$ cat src/rtl/wb_port_scheduler.sv
// Writeback port scheduler: arbitrates the register-file write port among
// load return, JAL link and ALU, tracking outstanding load tags in order.
module wb_port_scheduler #(
  parameter int LOAD_DEPTH = 4
) (
  input  logic                          clk,
  input  logic                          rst_n,
  input  logic                          alu_valid,
  input  logic [4:0]                    alu_rd,
  input  logic                          jal_valid,
  input  logic                          load_issue,
  input  logic [4:0]                    load_rd,
  input  logic                          dmem_ready,
  output logic [1:0]                    WRITETDATASELECT,
  output logic                          reg_write_en,
  output logic [4:0]                    reg_write_addr,
  output logic                          alu_stall,
  output logic                          jal_stall,
  output logic                          load_stall,
  output logic [$clog2(LOAD_DEPTH):0]   loads_pending,
  output logic                          proto_err
);

  localparam int AW = $clog2(LOAD_DEPTH);
  localparam int CW = AW + 1;

  logic [4:0]            tag_q [LOAD_DEPTH];
  logic [LOAD_DEPTH-1:0] vld_q, vld_d;
  logic [AW-1:0]         rd_ptr_q, rd_ptr_d;
  logic [AW-1:0]         wr_ptr_q, wr_ptr_d;
  logic [CW-1:0]         cnt_q, cnt_d;
  logic                  err_q, err_d;

  logic push, pop, empty;
  logic jal_haz, alu_haz;
  logic ld_gnt, jal_gnt, alu_gnt;

  assign empty      = (cnt_q == '0);
  assign load_stall = (cnt_q == CW'(LOAD_DEPTH));
  assign push       = load_issue && !load_stall;
  assign pop        = dmem_ready && !empty;

  assign loads_pending = cnt_q;
  assign proto_err     = err_q;

  // Lookup sees pre-edge contents, so a same-cycle push never hazards.
  always_comb begin
    jal_haz = 1'b0;
    alu_haz = 1'b0;
    for (int i = 0; i < LOAD_DEPTH; i++) begin
      if (vld_q[i] && tag_q[i] == 5'd31)
        jal_haz = 1'b1;
      if (vld_q[i] && tag_q[i] == alu_rd && alu_rd != 5'd0)
        alu_haz = 1'b1;
    end
  end

  assign ld_gnt  = pop;
  assign jal_gnt = !ld_gnt && jal_valid && !jal_haz;
  assign alu_gnt = !ld_gnt && !jal_gnt && alu_valid && !alu_haz;

  assign alu_stall = alu_valid && !alu_gnt;
  assign jal_stall = jal_valid && !jal_gnt;

  always_comb begin
    WRITETDATASELECT = 2'b00;
    reg_write_addr   = 5'd0;
    unique case (1'b1)
      ld_gnt: begin
        WRITETDATASELECT = 2'b01;
        reg_write_addr   = tag_q[rd_ptr_q];
      end
      jal_gnt: begin
        WRITETDATASELECT = 2'b10;
        reg_write_addr   = 5'd31;
      end
      alu_gnt: begin
        WRITETDATASELECT = 2'b00;
        reg_write_addr   = alu_rd;
      end
      default: ;
    endcase
  end

  assign reg_write_en = (ld_gnt || jal_gnt || alu_gnt)
                      && (reg_write_addr != 5'd0);

  always_comb begin
    vld_d    = vld_q;
    rd_ptr_d = rd_ptr_q;
    wr_ptr_d = wr_ptr_q;
    cnt_d    = cnt_q + CW'(push) - CW'(pop);
    err_d    = err_q || (dmem_ready && empty);
    if (pop) begin
      vld_d[rd_ptr_q] = 1'b0;
      rd_ptr_d        = rd_ptr_q + AW'(1);
    end
    if (push) begin
      vld_d[wr_ptr_q] = 1'b1;
      wr_ptr_d        = wr_ptr_q + AW'(1);
    end
  end

  always_ff @(posedge clk or negedge rst_n) begin
    if (!rst_n) begin
      vld_q    <= '0;
      rd_ptr_q <= '0;
      wr_ptr_q <= '0;
      cnt_q    <= '0;
      err_q    <= 1'b0;
      for (int i = 0; i < LOAD_DEPTH; i++)
        tag_q[i] <= 5'd0;
    end else begin
      vld_q    <= vld_d;
      rd_ptr_q <= rd_ptr_d;
      wr_ptr_q <= wr_ptr_d;
      cnt_q    <= cnt_d;
      err_q    <= err_d;
      if (push)
        tag_q[wr_ptr_q] <= load_rd;
    end
  end

endmodule
$ cat config.mk
export PLATFORM = sky130hd
export DESIGN_NAME = wb_port_scheduler
export DESIGN_NICKNAME = d
export VERILOG_FILES = /design/src/rtl/wb_port_scheduler.sv
export SDC_FILE = /design/constraint.sdc
export NUM_CORES = 1
export LEC_CHECK = 0
export CORE_ASPECT_RATIO = 2
export CORE_UTILIZATION = 55
export CTS_BUF_LIST = sky130_fd_sc_hd__clkbuf_4 sky130_fd_sc_hd__clkbuf_8
export DETAILED_ROUTE_END_ITERATION = 6
export HOLD_SLACK_MARGIN = 0.08
export PLACE_DENSITY = 0.87
export SLEW_MARGIN = 10
export SYNTH_ARGS = -nofsm -noshare
export SYNTH_HDL_FRONTEND = slang
export SYNTH_SLANG_ARGS = --single-unit
$ cat constraint.sdc
create_clock -name clk -period 4.5 [get_ports clk]
set_clock_uncertainty 0.05 [all_clocks]
set_input_delay 0.45 -clock clk [delete_from_list [all_inputs] [get_ports clk]]
set_output_delay 0.45 -clock clk [all_outputs]
set_load 0.02 [all_outputs]
==> summary.txt <==
Critical path
  • R2R Path Start: loads_pending[1]
  • Slowest cell on crit path: clkdlybuf4s50_1
  • CP required: 4.00 ns
  • WP buf/inv: 2
  • CP dominant cell by count: clkdlybuf4s50_1
  • CP Class: input port to output pin
  • Setup crit start kind: input port
  • Critical path's largest stage delay: between 0.6 and 0.7 ns
  • Crit path max-delay family: buffers and inverters
  • Crit path DAT: between 2 and 3 ns
  • CP endpoint kind: output pin
  • CP max FO: 7
  • Crit path depth: 7
  • Reg2Reg Depth: 9
  • CP startpoint: alu_rd[3]
  • CP cell instances: clkdlybuf4s50_1, xor2_1, nor4_1, nand3_1, nand4_1, a31o_2, clkdlybuf4s50_1

Final layout
  • Most frequent cells in the layout: 32 x dfrtp_1, 30 x clkdlybuf4s50_1, 22 x nand2_1, 20 x mux2_2, 16 x xor2_1
  • # nets final: ~240
  • Antenna diode count: 0
  • Post-Route Utilization: between 70% and 80%
  • Final non-filler cell total: 259
  • Syn-to-layout area delta: 21.8%
  • Share of cells above drive strength 1: between 10% and 20%
  • Commonest non-fill, non-tap cell in the layout: dfrtp_1
  • Cell area after layout: around 0.0024 mm2

Logic synthesis
  • Net Count, Synth: about 210
  • Post-synthesis sequential area ratio: between 40% and 50%
  • Post-synthesis average cell area: between 10 and 15 um2
  • Cell variety after synth: 31
  • #FFs+latches synth: 32
  • Cell taking the most area after synthesis: dfrtp_1
  • Count of warnings emitted by yosys: 0
  • Synth Instances: about 180
  • Top cells by area, synth: dfrtp_1 41%, mux2_2 11%, xor2_1 7.1%
  • Synth top area share: between 40% and 50%
  • Post-Synthesis Cell Area: 0.00197 mm2

Clock network
  • Resized cells post-CTS: 0
  • Clock Pin Slew Worst Setup and Hold Paths: about 0.06 ns
  • # Post-CTS Setup Buffers: 0
  • TritonCTS clock tree: done
  • H-tree depth: 2
  • CTS Buffer Depth: 2
  • Clk_lat worst skew: 0.28 ns
  • Clock root cell: clkbuf_8
  • CTS buffer count: 5
  • Hold Buf Count CTS: 0
  • Sink Count: 32

STA
  • Slew HR: slightly above 60%
  • Setup violators final: 0
  • Period utilization: 73.1%
  • Final Hold Viols: 0
  • Setup TNS: 0 ns
  • Final Max Slew Viols: 0
  • RSZ-0062 raised after global routing: no
  • Actual slew at the worst max-slew pin: ~0.58 ns
  • Achievable clock frequency: 304 MHz
  • Post-layout min period: between 3 and 4 ns

Routing
  • DRC Markers: 0
  • Initial DRC Count: 32
  • Routed wire length: about 4700 um
  • Drt wl/cell: about 18 um
  • Post-route ant nets: 0
  • DR vias: ~1500
  • 1st-pass router iterations: 4
  • DR vias/cell: 5.87

Floorplanning
  • Die Y: around 87 um
  • Top Ports: 31
  • Core area: between 0.003 and 0.004 mm2
  • Die area: a little under 0.004 mm2
  • Starting Density: roughly 58%
  • Die width: 44.3 um
  • Num rows: 30

Global routing
  • Largest net degree at the start of global routing: 33
  • First-pass GRT wire length: around 7600 um
  • Initial antenna violation count: 0
  • Gr ovfl total: 0
  • Gr usage total: 27.8%
  • Vias in the first global route: 1567

Pwr
  • Static Leakage: 1.01 nW
  • PwrDens: 726 mW/mm2
  • Worst vdd ir: about 0.52 mV
  • Design Power: around 1.7 mW

Worst hold path
  • Worst min-delay path category: flop to flop
  • Hold path startpoint: proto_err
  • Hold Path Depth: 1

Place
  • HPWL reported at the end of detailed placement: between 3000 and 4000 um
  • DP Area: ~0.0023 mm2
  • Port Buf Inserts: 30
  • Placer Congestion: 1.02
  • Cell count after placement: 251

Outcome
  • Status: finished, final reports clean

Flow run
  • Max cap viols: 0
-- cells by family (layout without fill, tap and decap cells) --
group                      after synthesis  after routing  share of synthesized area, %
AOI/OAI and AO/OA                       20             20                          6.86
xor gates and xnor gates                24             24                          10.7
adders and majority gates               11             11                          7.37
buffers and inverters                   19             48                          4.25
DFF                                     32             32                          40.6
muxes                                   25             25                          17.1
and+or+nand+nor                         51             51                          13.1
-- worst reg2reg max path: cells and delay by family (launching register included) --
family,cells,cell delay (ns)
compound gates,1,0.50
xor+xnor,2,0.33
fa+ha+maj,3,0.88
buf+inv,3,0.47
flops,1,0.48
-- sequential cells by signal, indices dropped and copies added, names as in the netlist --
register / flops
wr_ptr_q: 2
rd_ptr_q: 2
loads_pending: 3
proto_err: 1
vld_q: 4
tag_q: 20
-- layout make-up --
type / instances / area [um2]
Multi-Input combinational cell: 131 / 1090
Fill cell: 248 / 1020
Sequential cell: 32 / 801
Timing Repair Buffer: 31 / 308
Clock buffer: 6 / 76.3
Tap cell: 48 / 60.1
Clock inverter: 2 / 35.0
Inverter: 9 / 33.8
-- power by group --
part	switching, mW	internal (mW)	total, mW
Combinational	0.376	0.431	0.807
Clock	0.0970	0.170	0.267
Sequential	0.229	0.439	0.669
-- synthesized netlist by cell type --
master,instances
xor2_1,16
buf_2,7
buf_4,1
nor3b_1,1
nor2_1,3
a21o_1,1
fa_1,1
o21a_1,1
o211ai_1,1
mux4_2,5
o31ai_4,1
nand2_2,1
ha_1,10
o21ai_2,1
nand2_1,22
mux2_2,20
nor4_4,1
dfrtp_1,32
inv_1,9
a31o_2,1
buf_1,1
nand3_1,10
o41ai_1,1
nor3_1,2
o21ai_0,8
xnor2_1,8
nand4_1,5
a21oi_1,5
nor2b_1,2
nor4_1,4
clkbuf_1,1
-- path summary, 6_finish.rpt --
kind                       slack [ns]          endpoint
hold reg to reg                  0.41         proto_err
min in group asynchronous        0.51          vld_q[3]
max in group asynchronous        3.59          tag_q[5]
hold / removal                   0.41         proto_err
setup reg to reg                 1.72  loads_pending[2]
setup / recovery                 1.21         alu_stall
-- metal layers --
metal / vias up / routed length, um / GRT usage [%]
met5: - / 0 / 0
li1: 688 / - / -
met2: 55 / 2600 / 48.0
met3: 28 / 150 / 5.63
met4: 0 / 372 / 23.1
met1: 749 / 1530 / 26.5
-- metrics by stage --
stage | hold WS (ns) | setup WS (ns)
finish | 0.412 | 1.21
floorplan | 0.104 | 1.76
CTS | 0.416 | 1.23
global placement | 0.395 | 1.23
global route | 0.448 | 1.11
detailed placement | 0.402 | 1.24
(Power assumes the default switching activity.)
